### config.mk
export PLATFORM = sky130hd
export DESIGN_NAME = uart_rx_fifo
export DESIGN_NICKNAME = d
export VERILOG_FILES = /design/src/rtl/uart_rx_fifo.sv
export SDC_FILE = /design/constraint.sdc
export NUM_CORES = 1
export LEC_CHECK = 0
export ABC_CLOCK_PERIOD_IN_PS = 3150
export BUFFER_PORTS_ARGS = -buffer_cell sky130_fd_sc_hd__buf_2
export CAP_MARGIN = 20
export CORE_MARGIN = 2
export CORE_UTILIZATION = 58
export CTS_CLUSTER_SIZE = 40
export DETAILED_ROUTE_END_ITERATION = 10
export GPL_ROUTABILITY_DRIVEN = 0
export PLACE_DENSITY = 0.78
export SLEW_MARGIN = 10
export SYNTH_ARGS = -nofsm -noshare
export SYNTH_HDL_FRONTEND = slang
export SYNTH_SLANG_ARGS = --single-unit
### constraint.sdc
create_clock -name clk -period 3.15 [get_ports clk]
set_input_delay 0.1575 -clock clk [delete_from_list [all_inputs] [get_ports clk]]
set_output_delay 0.1575 -clock clk [all_outputs]
set_load 0.05 [all_outputs]
### src/rtl/uart_rx_fifo.sv
// UART receive FIFO: 16-entry show-ahead buffer of character records
// with occupancy, sticky overrun/underrun and a stored-error summary.
module uart_rx_fifo #(
    parameter int fifo_width     = 11,
    parameter int fifo_depth     = 16,
    parameter int fifo_counter_w = 5
) (
    input  logic                      clk,
    input  logic                      wb_rst_i,
    input  logic [fifo_width-1:0]     data_in,
    input  logic                      push,
    input  logic                      pop,
    input  logic                      fifo_reset,
    input  logic                      reset_status,
    output logic [fifo_width-1:0]     data_out,
    output logic [fifo_counter_w-1:0] count,
    output logic                      overrun,
    output logic                      underrun,
    output logic                      error_bit
);

    localparam int PTR_W = 4;
    localparam logic [fifo_counter_w-1:0] FULL = fifo_counter_w'(fifo_depth);

    logic [fifo_width-1:0]     mem_q [fifo_depth];
    logic [PTR_W-1:0]          top_q, top_d;
    logic [PTR_W-1:0]          bottom_q, bottom_d;
    logic [fifo_counter_w-1:0] count_q, count_d;
    logic                      overrun_q, overrun_d;
    logic                      underrun_q, underrun_d;
    logic                      we;
    logic                      is_full, is_empty;
    logic [PTR_W-1:0]          off;
    logic                      err;

    assign is_full  = (count_q == FULL);
    assign is_empty = (count_q == '0);

    // Next-state for pointers, occupancy and sticky flags
    always_comb begin
        we         = 1'b0;
        top_d      = top_q;
        bottom_d   = bottom_q;
        count_d    = count_q;
        overrun_d  = reset_status ? 1'b0 : overrun_q;
        underrun_d = reset_status ? 1'b0 : underrun_q;
        unique case ({push, pop})
            2'b10: begin
                if (is_full) begin
                    overrun_d = 1'b1;
                end else begin
                    we      = 1'b1;
                    top_d   = top_q + 1'b1;
                    count_d = count_q + 1'b1;
                end
            end
            2'b01: begin
                if (is_empty) begin
                    underrun_d = 1'b1;
                end else begin
                    bottom_d = bottom_q + 1'b1;
                    count_d  = count_q - 1'b1;
                end
            end
            2'b11: begin
                we    = 1'b1;
                top_d = top_q + 1'b1;
                if (is_empty) begin
                    count_d = count_q + 1'b1;
                end else begin
                    bottom_d = bottom_q + 1'b1;
                end
            end
            default: ;
        endcase
    end

    // State update; reset and flush both wipe storage and flags
    always_ff @(posedge clk) begin
        if (wb_rst_i || fifo_reset) begin
            top_q      <= '0;
            bottom_q   <= '0;
            count_q    <= '0;
            overrun_q  <= 1'b0;
            underrun_q <= 1'b0;
            for (int i = 0; i < fifo_depth; i++) begin
                mem_q[i] <= '0;
            end
        end else begin
            top_q      <= top_d;
            bottom_q   <= bottom_d;
            count_q    <= count_d;
            overrun_q  <= overrun_d;
            underrun_q <= underrun_d;
            if (we) begin
                mem_q[top_q] <= data_in;
            end
        end
    end

    // Error summary over the occupied window only
    always_comb begin
        err = 1'b0;
        off = '0;
        for (int i = 0; i < fifo_depth; i++) begin
            off = PTR_W'(i) - bottom_q;
            if (fifo_counter_w'(off) < count_q) begin
                err = err | (|mem_q[i][1:0]);
            end
        end
    end

    assign data_out  = mem_q[bottom_q];
    assign count     = count_q;
    assign overrun   = overrun_q;
    assign underrun  = underrun_q;
    assign error_bit = err;

endmodule

==> results of run 1 <==
==> cell families (layout without fill, tap and decap cells) <==
group | Yosys count | in the layout
mux | 57 | 57
simple gates | 259 | 259
buf+inv | 78 | 130
fa+ha+maj | 43 | 43
xor+xnor | 18 | 18
flops | 195 | 195
compound gates | 71 | 71
==> worst min-delay path: stages <==
cell,delay (ns)
buf_2,0.12
a22oi_1,0.07
nor2_1,0.08
==> final timing paths <==
| path | from | to |
|---|---|---|
| setup reg to reg | count[3] | mem_q[2][1] |
| hold reg to reg | underrun | underrun |
| setup / recovery | bottom_q[2] | error_bit |
| hold / removal | push | overrun |
==> stage by stage <==
stage          hold WS [ns]  setup TNS [ns]
3_5_place_dp          0.483               0
6_report             0.0476         -0.0632
3_3_place_gp          0.458               0
4_1_cts              0.0263               0
5_1_grt              0.0734          -0.159
2_1_floorplan         0.306               0
==> what timing repair did <==
| item | CTS | global route |
|---|---|---|
| resized for setup | 8 | 8 |
| setup endpoints to repair | 1 | 1 |
| pin swaps | 2 | 2 |
| buffers inserted | 2 | 4 |
==> cells in the final DEF (no fill, tap or decap), types with 7 or more instances in the layout <==
master / instances
nand2_1: 8
ha_1: 40
inv_1: 25
buf_4: 33
a21oi_1: 12
o2bb2ai_1: 12
clkbuf_16: 17
nor3_1: 7
buf_2: 35
and2_1: 176
dfxtp_1: 14
edfxtp_1: 176
nand2b_1: 8
mux4_2: 55
o21ai_0: 14
xnor2_1: 13
a31oi_1: 7
nor2_1: 33
==> final cells by class <==
cell class / count / area share (%)
clock buffers: 18 / 3.86
multi-input cells: 448 / 36.0
clock inverters: 14 / 1.57
repair buffers: 71 / 4.18
flip-flops and latches: 195 / 51.0
inverters: 27 / 0.944
well taps: 220 / 2.47
==> state kept, by name, summed over array words and instances, names as in the netlist, named ones only <==
register	flops
bottom_q	4
count	5
mem_q	176
overrun	1
top_q	4
underrun	1
==> power groups by stage <==
stage               clock network, W  registers, W  logic, W
finish                       0.00219       0.00296  0.000518
global route                 0.00231       0.00297  0.000552
CTS                          0.00220       0.00296  0.000512
detailed placement                 0       0.00302  0.000500
global placement                   0       0.00301  0.000486
floorplan                          0       0.00301  0.000339
==> layer usage <==
metal / global-route usage (%) / part of all wire, % / up-vias
met5: 0 / 0 / -
met4: 7.00 / 1.5 / 0
met3: 4.73 / 7.1 / 31
met2: 40.4 / 49 / 241
met1: 35.5 / 42 / 3015
li1: - / - / 2718
==> results.md, run 1 <==
* Status: finished with violations
* Violated checks: negative setup slack
* Yosys warning total at 0
* First-pass GRT wire length at 33900 µm
* RSZ-0062 raised after global routing: true
* Slowest stage delay, CP at 0.53 ns
* CP endpoint kind: output pin
* CP max-delay cell: or4_1
* Fmax at 311 MHz
* Avg WL per Cell at 21.8 µm
* Sw power at 0.00136 W
* GRT Residual Overflow at 0
* Post-Route WL at 21700 µm
* Crit path time final at 3.21 ns
* Max-slew headroom at 38.5%
* Hold Path Depth at 3
* Via count at 6005
* Fin util at 66.7%
* Seq pwr share at 52.2%
* Tot GR Track Use at 25.1%
* Synth cell count leaders: and2_1 (176), edfxtp_1 (176), mux4_2 (55)
* Mapped Avg Cell Area at 13.8 µm²
* Cell Pwr Density at 509 nW/µm²
* Worst path depth at 11
* Initial Util at 59.7%
* Vias per cell at 6.05
* Post-route ant nets at 0
* Leading area contributor after synthesis: edfxtp_1
* FF/Latch Area at 5680 µm²
* Switching Fraction at 23.9%
* Setup Crit Path Kind: reg2out
* DP Worst Slack at 0.224 ns
* Netlist cell types at 49
* Worst vdd ir at 0.000434 V
* Area grow syn2layout at 11.7%
* Clock share of power at 38.6%
* Hold-fix buffer count after cts at 0
* Worst-Margin Slew at 0.916 ns
* Total core area at 16700 µm²
* Largest family of logic cells by synthesized area: simple AND/OR/NAND/NOR gates
* Pwr Total at 0.00566 W
* Root buf cell: clkbuf_16
* Worst setup margin at -0.0632 ns
* Post-Synthesis Cells at 721
* Synth Area in XOR/XNOR at 1.58%
* Endpoints failing hold at 0
* Final worst-path cycle share at 102%
* R2R depth at 5
* Number of detailed-route iterations in the first pass at 5
* Net Count, Synth at 781
* IO Count at 36
* Seq/Total Area, Yosys at 56.8%
* CP bufs+invs at 3
* Nets@finish at 820
* Reg clk slew, reported paths at 0.07 ns
* Die X at 135 µm
* Post-layout instance area at 11100 µm²
* Total placed instance area at 10400 µm²
* Cells after DPL at 954
* DIE HEIGHT at 135 µm
* Clk sinks at 195
* Max Buffers Root-to-Sink at 2
* CP cell instances: clkinvlp_4 > ha_4 > inv_1 > ha_1 > nor2b_2 > a221o_1 > a31oi_1 > or4_1 > nor4_2 > nand2_1 > buf_6
* Multi-input logic area at 4010 µm²
* Critical path peak fanout at 6
* Vias in the first global route at 6080
* Main synth FF type: edfxtp_1
* Multiplexer area fraction after synthesis at 12.6%
* Share of layout cells above drive strength 1 at 22.9%
* Share of the synthesized area in the top cell type at 53.0%
* Crit start category: register
* Largest net degree at the start of global routing at 28
* Simple-gate share of the synthesized area at 15.4%
* Slew Limit Fails at 0
* Dominant cells by area after synthesis: edfxtp_1 (53%), mux4_2 (12%), and2_1 (11%), ha_1 (5.3%), dfxtp_1 (3.8%)
* Setup violators final at 1
* Rows at 47
* Post-synthesis sequential element count at 195
* Post-DP HPWL at 15800 µm
* H-tree Lvls at 4
* Die ar. at 18300 µm²
* CTS tree: yes
* Worst min path class: in2reg
* # diodes at 0
* DR DRC count at 0
* Adder-cell share of the synthesized area at 5.47%
* Worst Path Required at 2.99 ns
* Post-Route Skew at 0.0105 ns
* Initial DRC count at 546
* Port-buffer cells at 35
* Clock insertion delay at the later pin of the skew report at 0.43 ns
* EDFF count, synth at 176
* Netlist Area Pre-Place at 9970 µm²
* Synth Area in Compound Gates at 4.82%
* Leak at 4.30 nW
* Gate power share at 9.1%
* Ys async rst share at 0%
* CP delay by family, top: simple AND/OR/NAND/NOR gates
* Non-Filler Instances at 993
* Internal at 0.00431 W
* Max Cap Violations at 0
* Arr. time, crit path at 3.06 ns
* R2R Setup Slk at 0.49 ns
* CTS buffer count at 17
* Initial antenna violation count at 0
* Fill count at 1181
No activity file was read; power rests on OpenSTA's default activity.
==> run 2, diff against run 1 <==
- ABC_CLOCK_PERIOD_IN_PS: 3150 -> 3900
- SKIP_CTS_REPAIR_TIMING: default -> 1
- clock period: 3.15 -> 3.9 ns (I/O delays scaled with it)
==> run 2 against run 1 <==
  * The flow now finishes without violations
  * Combinational power fell by 22%
  * Sequential share of layout area rose by 0.81 points
  * Clock skew rose by 0.0010 ns
  * Non-clock buffer count fell by 15
  * Power fell by 21%
  * Largest power group unchanged
==> results.md, run 2 (synthesis results as in run 1) <==
* Vias in the first global route at 6097 (+0.28%)
* Post-route ant nets at 0 (unchanged)
* Endpoints failing hold at 0 (unchanged)
* Fmax at 279 MHz
* Sw power at 0.00110 W (-19%)
* Post-Route Skew at 0.0115 ns (+0.00104 ns)
* Die X at 135 µm (unchanged)
* Arr. time, crit path at 3.39 ns (+0.33 ns)
* Clk sinks at 195 (unchanged)
* Die ar. at 18300 µm² (unchanged)
* Vias per cell at 6.14 (+1.6%)
* DR DRC count at 0 (unchanged)
* Cells after DPL at 946 (-0.84%)
* IO Count at 36 (unchanged)
* Total core area at 16700 µm² (unchanged)
* Largest net degree at the start of global routing at 45 (+61%)
* CTS tree: yes
* Via count at 6009 (+0.067%)
* DIE HEIGHT at 135 µm (unchanged)
* Initial DRC count at 563 (+3.1%)
* Max reg flops at 176 (unchanged)
* Max Buffers Root-to-Sink at 2 (unchanged)
* Setup_tns at 0 ns (+0.0632 ns)
* Max-slew headroom at 30.3% (-8.2 points)
* Port-buffer cells at 35 (unchanged)
* Switching Fraction at 24.5% (+0.52 points)
* Commonest non-fill, non-tap cells in the layout: and2_1 (176), edfxtp_1 (176), mux4_2 (55), ha_1 (42), buf_2 (35)
* # diodes at 0 (unchanged)
* Nets@finish at 805 (-1.8%)
* Clock insertion delay at the later pin of the skew report at 0.43 ns (about the same)
* CTS buffer count at 17 (unchanged)
* CP cell instances: inv_1 > ha_1 > inv_1 > ha_1 > nor2b_1 > a221o_1 > a31oi_1 > or4_1 > nor4_1 > nand2_1 > buf_2
* Root buf cell: clkbuf_16
* CP delay by family, top: simple AND/OR/NAND/NOR gates
* Setup Crit Path Kind: reg2out
* Area grow syn2layout at 9.75%
* Worst vdd ir at 0.000356 V (-18%)
* Clock share of power at 37.8% (-0.8 points)
* CP endpoint kind: output pin
* Cell Pwr Density at 411 nW/µm² (-19%)
* Leak at 4.21 nW (-2.1%)
* Crit path time final at 3.59 ns
* Seq pwr share at 53.1% (+0.9 points)
* Hold WS at 0.0705 ns (+0.0229 ns)
* Share of layout cells above drive strength 1 at 19.9% (-3.0 points)
* Worst min path class: in2reg
* Initial Util at 59.7% (unchanged)
* Biggest register: mem_q
* First-pass GRT wire length at 34400 µm (+1.5%)
* Non-Filler Instances at 978 (-1.5%)
* Post-DP HPWL at 15800 µm (+0.10%)
* Internal at 0.00340 W (-21%)
* Rows at 47 (unchanged)
* Crit start category: register
* RSZ-0062 raised after global routing: false
* Number of detailed-route iterations in the first pass at 5 (unchanged)
* CP bufs+invs at 3 (unchanged)
* Slowest stage delay, CP at 0.56 ns (+0.03 ns)
* Critical path peak fanout at 10 (+4)
* Tot GR Track Use at 25.5% (+0.41 points)
* Gate power share at 9.0% (about the same)
* Post-Route WL at 21500 µm (-0.52%)
* Status: completed
* Worst Path Required at 3.70 ns (+0.71 ns)
* Setup violators final at 0 (-1)
* H-tree Lvls at 4 (unchanged)
* Initial antenna violation count at 0 (unchanged)
* Worst-Margin Slew at 1.04 ns (+0.122 ns)
* GRT Residual Overflow at 0 (unchanged)
* Max Cap Violations at 0 (unchanged)
* Reg clk slew, reported paths at 0.07 ns (about the same)
* Slew Limit Fails at 0 (unchanged)
* Final worst-path cycle share at 92.0%
* Avg WL per Cell at 22.0 µm (+1.0%)
* CP max-delay cell: dfxtp_1
## run 2: cell types whose count changed in the layout (fill, tap and decap cells not counted), moves of 2 or more
cell | previous run | this run
clkinv_4 | 2 | 0
dfxtp_4 | 2 | 0
ha_1 | 40 | 42
inv_1 | 25 | 27
buf_4 | 33 | 19
dfxtp_1 | 14 | 17
## run 2: power by group through the flow
| stage | registers (W) | clock network, W | logic, W |
|---|---|---|---|
| 3_3_place_gp | 0.00243 | 0 | 0.000392 |
| 6_report | 0.00239 | 0.00170 | 0.000406 |
| 3_5_place_dp | 0.00244 | 0 | 0.000402 |
| 4_1_cts | 0.00239 | 0.00171 | 0.000404 |
| 5_1_grt | 0.00240 | 0.00180 | 0.000435 |
| 2_1_floorplan | 0.00243 | 0 | 0.000274 |
## run 2: worst paths after layout
kind / from / endpoint / slack (ns) / cells past startpoint
worst max-delay path: bottom_q[2] / error_bit / 0.31 / 11
worst min-delay path: push / overrun / 0.07 / 3
worst max register to register: count[0] / mem_q[1][10] / 0.84 / 5
worst min register to register: underrun / underrun / 0.50 / 2
## run 2: worst register-to-register path: stages (launching register included)
cell,delay [ns]
dfxtp_1,0.49
or4_4,0.22
o31a_1,0.45
nand3_2,0.16
nor3_1,0.83
nand2b_1,0.55
## run 2: cell type report
type | instances | area, µm²
Clock buffer | 18 | 429
Fill cell | 1189 | 5760
Timing Repair Buffer | 56 | 349
Multi-Input combinational cell | 448 | 3980
Inverter | 27 | 101
Sequential cell | 195 | 5670
Clock inverter | 14 | 140
Tap cell | 220 | 275
## run 2: per-layer routing
metal / part of all wire (%) / global-route usage [%] / routed length (µm)
met2: 49 / 40.2 / 10500
met4: 1.1 / 7.06 / 241
met3: 7.5 / 5.22 / 1620
met1: 42 / 36.6 / 9140
met5: 0 / 0 / 0
## run 2: metrics by stage
step	power (W)	area, µm²	util, %	setup WS, ns
finish	0.00450	10900	65.5	0.314
global route	0.00463	10900	65.5	0.0834
CTS	0.00451	10900	65.5	0.316
detailed placement	0.00284	10400	62.1	0.807
global placement	0.00282	10400	62.0	0.906
floorplan	0.00270	9970	-	0.958
